**config.mk**
```make
export PLATFORM = sky130hd
export DESIGN_NAME = alu_operand_sequencer
export DESIGN_NICKNAME = d
export VERILOG_FILES = /design/src/rtl/alu_pkg.sv /design/src/rtl/button_debounce.sv /design/src/rtl/alu_operand_sequencer.sv
export SDC_FILE = /design/constraint.sdc
export NUM_CORES = 1
export LEC_CHECK = 0
export BUFFER_PORTS_ARGS = -buffer_cell sky130_fd_sc_hd__buf_2
export CAP_MARGIN = 20
export CORE_UTILIZATION = 63
export CTS_CLUSTER_SIZE = 30
export DETAILED_ROUTE_END_ITERATION = 8
export HOLD_SLACK_MARGIN = 0.06
export PLACE_DENSITY = 0.92
export SLEW_MARGIN = 20
export SYNTH_ARGS = -nofsm -noshare
export SYNTH_HDL_FRONTEND = slang
export SYNTH_HIERARCHICAL = 1
export SYNTH_SLANG_ARGS = --single-unit
export TNS_END_PERCENT = 5
```
**constraint.sdc**
```tcl
create_clock -name clk -period 3.5 [get_ports clk]
set_input_delay 0.525 -clock clk [delete_from_list [all_inputs] [get_ports clk]]
set_output_delay 0.525 -clock clk [all_outputs]
set_load 0.01 [all_outputs]
```
**src/rtl/alu_pkg.sv**
```systemverilog
// Shared ALU front-end definitions: operand widths, opcode values and
// operand-entry sequencer states (the state encoding is shown on the LEDs).
package alu_pkg;

   localparam int DATA_W = 7;
   localparam int OP_W   = 2;

   typedef enum logic [1:0] {
      OP_ADD = 2'b00,
      OP_SUB = 2'b01,
      OP_CMP = 2'b10,
      OP_MUL = 2'b11
   } alu_op_e;

   typedef enum logic [1:0] {
      LOAD_A  = 2'b00,
      LOAD_B  = 2'b01,
      LOAD_OP = 2'b10,
      RUN     = 2'b11
   } seq_state_e;

endpackage

```
**src/rtl/button_debounce.sv**
```systemverilog
// Push-button conditioner: 2-FF synchronizer, counter debouncer and a
// single-cycle press pulse on each debounced rising edge.
module button_debounce #(
   parameter int unsigned DEBOUNCE_CYCLES = 1000000
) (
   input  logic clk,
   input  logic reset,
   input  logic btn_raw,
   output logic btn_level,
   output logic press_pulse
);

   localparam int CNT_W = 24;

   logic [1:0]       sync_q;
   logic [CNT_W-1:0] cnt_q, cnt_d;
   logic             stable_q, stable_d;
   logic             prev_q;
   logic [1:0]       fill_q;
   logic             armed_q, armed_d;

   always_comb begin
      cnt_d    = '0;
      stable_d = stable_q;
      if (sync_q[1] != stable_q) begin
         if (cnt_q == CNT_W'(DEBOUNCE_CYCLES - 1)) begin
            stable_d = ~stable_q;
         end else begin
            cnt_d = cnt_q + CNT_W'(1);
         end
      end
      // A button held through reset must be seen released before a rise
      // counts as a press; fill_q marks when the synchronizer holds real data.
      armed_d = armed_q | (fill_q[1] & ~sync_q[1]);
   end

   always_ff @(posedge clk) begin
      if (reset) begin
         sync_q   <= '0;
         cnt_q    <= '0;
         stable_q <= 1'b0;
         prev_q   <= 1'b0;
         fill_q   <= '0;
         armed_q  <= 1'b0;
      end else begin
         sync_q   <= {sync_q[0], btn_raw};
         cnt_q    <= cnt_d;
         stable_q <= stable_d;
         prev_q   <= stable_q;
         fill_q   <= {fill_q[0], 1'b1};
         armed_q  <= armed_d;
      end
   end

   assign btn_level   = stable_q;
   assign press_pulse = stable_q & ~prev_q & armed_q;

endmodule

```
**src/rtl/alu_operand_sequencer.sv**
```systemverilog
// Operand entry controller: ENTER steps through A, B, opcode, RUN; CLEAR
// zeroes everything. Drives registered a/b/opcode to the ALU.
module alu_operand_sequencer #(
   parameter int          DATA_W          = alu_pkg::DATA_W,
   parameter int          OP_W            = alu_pkg::OP_W,
   parameter int unsigned DEBOUNCE_CYCLES = 1000000
) (
   input  logic              clk,
   input  logic              reset,
   input  logic [DATA_W-1:0] sw,
   input  logic              btn_enter,
   input  logic              btn_clear,
   output logic [DATA_W-1:0] a,
   output logic [DATA_W-1:0] b,
   output logic [OP_W-1:0]   opcode,
   output logic              operands_valid,
   output logic [1:0]        phase
);

   import alu_pkg::*;

   logic enter_level, enter_pulse;
   logic clear_level, clear_pulse;

   button_debounce #(.DEBOUNCE_CYCLES(DEBOUNCE_CYCLES)) u_enter_db (
      .clk        (clk),
      .reset      (reset),
      .btn_raw    (btn_enter),
      .btn_level  (enter_level),
      .press_pulse(enter_pulse)
   );

   button_debounce #(.DEBOUNCE_CYCLES(DEBOUNCE_CYCLES)) u_clear_db (
      .clk        (clk),
      .reset      (reset),
      .btn_raw    (btn_clear),
      .btn_level  (clear_level),
      .press_pulse(clear_pulse)
   );

   seq_state_e        state_q, state_d;
   logic [DATA_W-1:0] a_q, a_d, b_q, b_d;
   logic [OP_W-1:0]   op_q, op_d;
   logic              valid_q, valid_d;

   always_comb begin
      state_d = state_q;
      a_d     = a_q;
      b_d     = b_q;
      op_d    = op_q;
      valid_d = valid_q;
      // Clear has priority; a coincident enter is dropped.
      if (clear_pulse) begin
         state_d = LOAD_A;
         a_d     = '0;
         b_d     = '0;
         op_d    = '0;
         valid_d = 1'b0;
      end else if (enter_pulse) begin
         case (state_q)
            LOAD_A: begin
               a_d     = sw;
               state_d = LOAD_B;
            end
            LOAD_B: begin
               b_d     = sw;
               state_d = LOAD_OP;
            end
            LOAD_OP: begin
               op_d    = sw[OP_W-1:0];
               valid_d = 1'b1;
               state_d = RUN;
            end
            default: begin
               valid_d = 1'b0;
               state_d = LOAD_A;
            end
         endcase
      end
   end

   always_ff @(posedge clk) begin
      if (reset) begin
         state_q <= LOAD_A;
         a_q     <= '0;
         b_q     <= '0;
         op_q    <= '0;
         valid_q <= 1'b0;
      end else begin
         state_q <= state_d;
         a_q     <= a_d;
         b_q     <= b_d;
         op_q    <= op_d;
         valid_q <= valid_d;
      end
   end

   assign a              = a_q;
   assign b              = b_q;
   assign opcode         = op_q;
   assign operands_valid = valid_q;
   assign phase          = state_q;

endmodule
```
==> impl_metrics.tcl, run 1 <==
set metrics [dict create \
    r2r_start "u_clear_db/cnt_q[0]" \
    postRouteAntennaNets 0 \
    synthesis.area_mm2 0.00352 \
    rr_worst_depth 5 \
    r2r_end "u_clear_db/cnt_q[6]" \
    slew_violations 0 \
    dpl.hpwl_mm 4.34 \
    dieArea_mm2 0.00589 \
    ys_warn_count 6 \
    cts_resized 0 \
    cellPowerDensity_mw_per_mm2 417 \
    cts_tree "yes" \
    critical_path_class "reg -> reg" \
    rows 26 \
    layoutNonFillerInstCount 479 \
    setup_viol 0 \
    post-route-util 0.726 \
    synth.net_count 399 \
    grt_antenna_before_repair 0 \
    total_power_mw 1.59 \
    routed_via_density 5.80 \
    antenna_cells 0 \
    root_buffer "clkbuf_8" \
    worstHoldStart "btn_clear" \
    holdPathStages 2 \
    grt_setup_unrepaired "false" \
    cts_buffer_depth 2 \
    area_delta_synth_final_pct 8.00 \
    cap_violations 0 \
    post-route-period-util 0.702 \
    clk_pin_slew_ns 0.08 \
    clock_latency_ns 0.34 \
    fmax_mhz 407 \
    critPathCaptureType "flop" \
    syn_inst 383 \
    drc 0 \
    yosysSeqAreaShare 0.461 \
    grt_pass1_wl_mm 11.4 \
    dpl_cell_area_mm2 0.00363 \
    startpoint_type "flop" \
    start_util 0.672 \
    tns_ns 0 \
    grt_pass1_vias 2727 \
    ys_ff_latch 81 \
    grt_overflow 0 \
    fin_skew_ns 0.0103 \
    period_minus_slack_ns 2.46 \
    vias 2777 \
    avgRoutedWirePerCell_um 13.6 \
    relSlewSlack 0.377 \
    crit_required_ns 3.69 \
    port_buffers 29 \
    tritoncts.num_buffers 9 \
    hold_viol 0 \
    cp_max_fo 23 \
    r2r_setup_slack_ns 1.04 \
    grt_max_degree 24 \
    place_congestion 0.861 \
    fin_ws_ns 1.04 \
    leakage_nw 1.27 \
    track_usage 0.239 \
    pre_cts_ws_ns 1.09 \
    post_cts_buffers 0 \
    first_iter_violations 101 \
    cts.sinks 81 \
    syn_area_per_cell_um2 9.19 \
    dr.pass1.iters 4 \
    cts_hold_buf 0 \
    status "complete, no violations" \
    fin_nets 421 \
    ir_drop_uv 280 \
    arrival_ns 2.65 \
    min_to "u_clear_db/sync_q[0]" \
    h-tree-depth 3 \
    hold_path_class "in -> reg" \
    holdWs_ns 0.391 \
    die_x_um 76.8 \
    placed_cells 464 \
    fin_area_mm2 0.00380 \
    routed_wl_mm 6.50 \
    fp.dieH_um 76.8 \
    tightest_slew_ns 0.935 \
    core-area_mm2 0.00524 \
    ios 30 \
    synthDistinctLibCells 37 \
    drive_gt1_frac 0.174 \
]
## cells in the mapped netlist
cell type | n | area share
o21ai_0 | 17 | 0.024
nor2b_1 | 8 | 0.014
a21bo_2 | 16 | 0.045
buf_4 | 5 | 0.011
ha_1 | 5 | 0.018
nand4_4 | 2 | 0.012
or2_1 | 1 | 0.0018
mux2i_1 | 1 | 0.0028
or3_1 | 14 | 0.025
a21oi_1 | 31 | 0.044
o21ai_2 | 2 | 0.0050
nand2_1 | 14 | 0.015
nand2b_1 | 1 | 0.0018
inv_1 | 14 | 0.015
nor2_1 | 43 | 0.046
buf_8 | 1 | 0.0043
or4_4 | 2 | 0.0064
or4_1 | 6 | 0.013
nand3_2 | 2 | 0.0057
o41ai_1 | 2 | 0.0050
nand4b_1 | 2 | 0.0050
nor3_1 | 10 | 0.014
buf_2 | 4 | 0.0057
nor4b_1 | 2 | 0.0050
xor2_1 | 8 | 0.020
clkbuf_1 | 4 | 0.0043
nand3_1 | 26 | 0.037
nor4_1 | 8 | 0.014
and4_1 | 4 | 0.0099
clkbuf_2 | 1 | 0.0014
dfxtp_1 | 81 | 0.46
mux2_2 | 1 | 0.0032
buf_6 | 4 | 0.013
xnor2_1 | 24 | 0.060
nor3b_1 | 3 | 0.0064
a21oi_2 | 2 | 0.0050
nand4_1 | 12 | 0.021
## worst max path at each step
stage | from | to | slack [ns]
2_1_floorplan | u_clear_db/cnt_q[0] | u_clear_db/cnt_q[22] | 1.58
3_3_place_gp | u_clear_db/cnt_q[0] | u_clear_db/cnt_q[12] | 1.15
4_1_cts | u_clear_db/cnt_q[0] | u_clear_db/cnt_q[6] | 1.04
5_1_grt | u_enter_db/cnt_q[0] | u_enter_db/cnt_q[3] | 0.83
6_report | u_clear_db/cnt_q[0] | u_clear_db/cnt_q[6] | 1.04
3_5_place_dp | u_clear_db/cnt_q[0] | u_clear_db/cnt_q[7] | 1.09
## cell usage in the layout (no fill, tap or decap), types with 2 or more instances in the layout
| cell type | count |
|---|---|
| a21bo_2 | 16 |
| a21oi_1 | 31 |
| a21oi_2 | 2 |
| and4_1 | 4 |
| buf_2 | 29 |
| clkbuf_1 | 2 |
| clkbuf_8 | 9 |
| clkinv_2 | 3 |
| dfxtp_1 | 81 |
| ha_1 | 5 |
| inv_1 | 14 |
| nand2_1 | 14 |
| nand3_1 | 26 |
| nand3_2 | 2 |
| nand4_1 | 12 |
| nand4_4 | 2 |
| nand4b_1 | 2 |
| nor2_1 | 42 |
| nor2b_1 | 8 |
| nor3_1 | 10 |
| nor3b_1 | 3 |
| nor4_1 | 8 |
| nor4b_1 | 2 |
| o21ai_0 | 17 |
| o21ai_2 | 2 |
| o41ai_1 | 2 |
| or3_1 | 14 |
| or4_1 | 6 |
| or4_4 | 2 |
| xnor2_1 | 24 |
| xor2_1 | 8 |
## power breakdown
part / internal [mW] / total [mW] / switching, mW
combinational: 0.00877 / 0.0262 / 0.0174
sequential: 0.928 / 0.931 / 0.00345
clock: 0.323 / 0.629 / 0.306
## worst max-delay path: stages, from the launching register on
cell,delay (ns)
dfxtp_1,0.39
ha_1,0.23
nand3_2,0.20
or4_4,0.59
o21ai_2,0.76
nor2_1,0.12
## flip-flops by register name (all words and copies together), names as in the netlist
register	cells
a	7
b	7
opcode	2
operands_valid	1
phase	2
u_clear_db/armed_q	1
u_clear_db/btn_level	1
u_clear_db/cnt_q	24
u_clear_db/fill_q	2
u_clear_db/prev_q	1
u_clear_db/sync_q	2
u_enter_db/armed_q	1
u_enter_db/btn_level	1
u_enter_db/cnt_q	24
u_enter_db/fill_q	2
u_enter_db/prev_q	1
u_enter_db/sync_q	2
## cell type report
class	instances	area (um2)
Fill cell	370	1440
Inverter	14	52.6
Clock inverter	4	45.0
Multi-Input combinational cell	269	1710
Clock buffer	11	131
Tap cell	70	87.6
Timing Repair Buffer	30	153
Sequential cell	81	1620
## routing by layer
layer | part of all wire | track usage | vias up
met5 | 0 | 0 | -
met4 | 0.020 | 0.154 | 0
met3 | 0.052 | 0.0464 | 15
met2 | 0.48 | 0.382 | 73
met1 | 0.45 | 0.294 | 1294
li1 | - | - | 1395
## cells by family after synthesis
logic type	synth area share
mux	0.00604
flops	0.461
buf+inv	0.0540
xor+xnor	0.0796
simple gates	0.253
fa+ha+maj	0.0178
compound gates	0.129
Power figures use the tool's default switching activity.
==> run 2: changes to the inputs <==
--- a/config.mk
+++ b/config.mk
@@ -7,11 +7,11 @@
 export LEC_CHECK = 0
 export BUFFER_PORTS_ARGS = -buffer_cell sky130_fd_sc_hd__buf_2
 export CAP_MARGIN = 20
-export CORE_UTILIZATION = 63
+export CORE_UTILIZATION = 53
 export CTS_CLUSTER_SIZE = 30
 export DETAILED_ROUTE_END_ITERATION = 8
 export HOLD_SLACK_MARGIN = 0.06
-export PLACE_DENSITY = 0.92
+export PLACE_DENSITY = 0.83
 export SLEW_MARGIN = 20
 export SYNTH_ARGS = -nofsm -noshare
 export SYNTH_HDL_FRONTEND = slang
==> constraint.sdc (replaced) <==
create_clock -name clk -period 2.01 [get_ports clk]
set_input_delay 0.3015 -clock clk [delete_from_list [all_inputs] [get_ports clk]]
set_output_delay 0.3015 -clock clk [all_outputs]
set_load 0.01 [all_outputs]
==> run 2 against run 1 <==
Design area up 6.4%. Setup slack worse by 0.95 ns. Sequential share of layout area shrank 2.6 points. Critical path depth did not move. Clock power rose by 140%. Fmax increased by 28%. Via count about the same. Total power is 100% higher. Final cell count up 5.2%.
==> impl_metrics.tcl, run 2 (synthesized netlist as in run 1, its figures left out) <==
set metrics [dict create \
    status "complete, no violations" \
    cts_hold_buf 0 \
    root_buffer "clkbuf_8" \
    grt_max_degree 36 \
    post-route-period-util 0.951 \
    grt_overflow 0 \
    ios 30 \
    port_buffers 29 \
    fp.dieH_um 83.5 \
    die_x_um 83.5 \
    cts_tree "yes" \
    area_delta_synth_final_pct 15.0 \
    hold_path_class "in -> reg" \
    grt_pass1_vias 2527 \
    slew_violations 0 \
    dr_wl_met2_mm 3.09 \
    fmax_mhz 523 \
    power.clock.fraction 0.475 \
    grt_pass1_wl_mm 11.3 \
    post_cts_buffers 0 \
    first_iter_violations 146 \
    top_layer "met4" \
    pwr-share-comb 0.016 \
    cap_violations 0 \
    core-area_mm2 0.00639 \
    wl_met3_um 263 \
    dieArea_mm2 0.00697 \
    dpl.hpwl_mm 4.42 \
    top_regs "u_clear_db/cnt_q: 24 flops, u_enter_db/cnt_q: 24 flops" \
    cts_buffer_depth 2 \
    track_usage 0.200 \
    layout_commonest_cell "dfxtp_1" \
    clk_pin_slew_ns 0.07 \
    tightest_slew_ns 0.599 \
    arrival_ns 2.14 \
    clock_latency_ns 0.35 \
    drive_gt1_frac 0.215 \
    routed_via_density 5.51 \
    p_sw_mw 0.597 \
    dr.pass1.iters 4 \
    grt_antenna_before_repair 0 \
    cp_max_fo 23 \
    p_int_mw 2.59 \
    cts.sinks 81 \
    drc 0 \
    layout_common_cells "dfxtp_1, nor2_1, a21oi_1, buf_2, nand3_1" \
    setup_viol 0 \
    ir_drop_uv 437 \
    routed_wl_mm 6.54 \
    h-tree-depth 3 \
    cellPowerDensity_mw_per_mm2 787 \
    antenna_cells 0 \
    relSlewSlack 0.601 \
    critical_path_class "reg -> reg" \
    avgRoutedWirePerCell_um 13.0 \
    hold_viol 0 \
    total_power_mw 3.18 \
    fin_nets 438 \
    leakage_nw 1.39 \
    startpoint_type "flop" \
    sw_frac_of_total 0.188 \
    period_minus_slack_ns 1.91 \
    crit_required_ns 2.24 \
    tritoncts.num_buffers 9 \
    fin_skew_ns 0.00853 \
    cts_resized 0 \
    met1_length_mm 3.10 \
    fill_cells 515 \
    postRouteAntennaNets 0 \
    critPathCaptureType "flop" \
    place_congestion 0.795 \
    start_util 0.551 \
    post-route-util 0.634 \
    vias 2776 \
    rows 29 \
    pwr-share-seq 0.509 \
]
-- run 2: cell type report --
class                   count  area [um2]  share of cell area
flip-flops and latches     81        1620               0.401
multi-input cells         269        1720               0.425
repair buffers             47         297              0.0733
well taps                  77        96.3              0.0238
clock inverters             5         128              0.0315
clock buffers              11         131              0.0325
inverters                  14        52.6              0.0130
-- run 2: metal layers --
| layer | vias up | track usage |
|---|---|---|
| met2 | 51 | 0.308 |
| li1 | 1428 | - |
| met3 | 7 | 0.0376 |
| met1 | 1290 | 0.265 |
| met4 | 0 | 0.116 |
| met5 | - | 0 |
-- run 2: stage by stage --
stage | hold slack, ns | setup slack (ns) | setup TNS, ns | instance area (um2) | instances
after global placement | 0.421 | 0.121 | 0 | 3770 | 488
after CTS | 0.147 | 0.0219 | 0 | 4030 | 504
after global routing | 0.173 | -0.000332 | -0.000332 | 4050 | 504
after floorplan | 0.414 | 0.0933 | 0 | 3520 | 383
after detailed placement | 0.421 | 0.0384 | 0 | 3770 | 488
final | 0.161 | 0.0976 | 0 | 4050 | 504
-- run 2: final timing paths --
kind	cells after the start	from	slack [ns]	endpoint
setup / recovery	5	u_enter_db/cnt_q[20]	0.1	u_enter_db/cnt_q[17]
hold / removal	2	btn_enter	0.16	u_enter_db/sync_q[0]
setup reg to reg	5	u_enter_db/cnt_q[20]	0.1	u_enter_db/cnt_q[17]
hold reg to reg	1	u_enter_db/fill_q[0]	0.44	u_enter_db/fill_q[1]
-- run 2: critical path, cell delays in order (launching register included) --
cell and delay [ns]:
dfxtp_1 0.35, or4_1 0.55, or4_4 0.46, o21ai_2 0.20
buf_12 0.19, a21oi_1 0.05
-- run 2: power groups by stage --
stage,registers (mW),logic [mW],clock network [mW]
global route,1.62,0.0577,1.61
detailed placement,1.66,0.0505,0
finish,1.62,0.0513,1.51
floorplan,1.66,0.0341,0
global placement,1.66,0.0492,0
CTS,1.62,0.0510,1.54
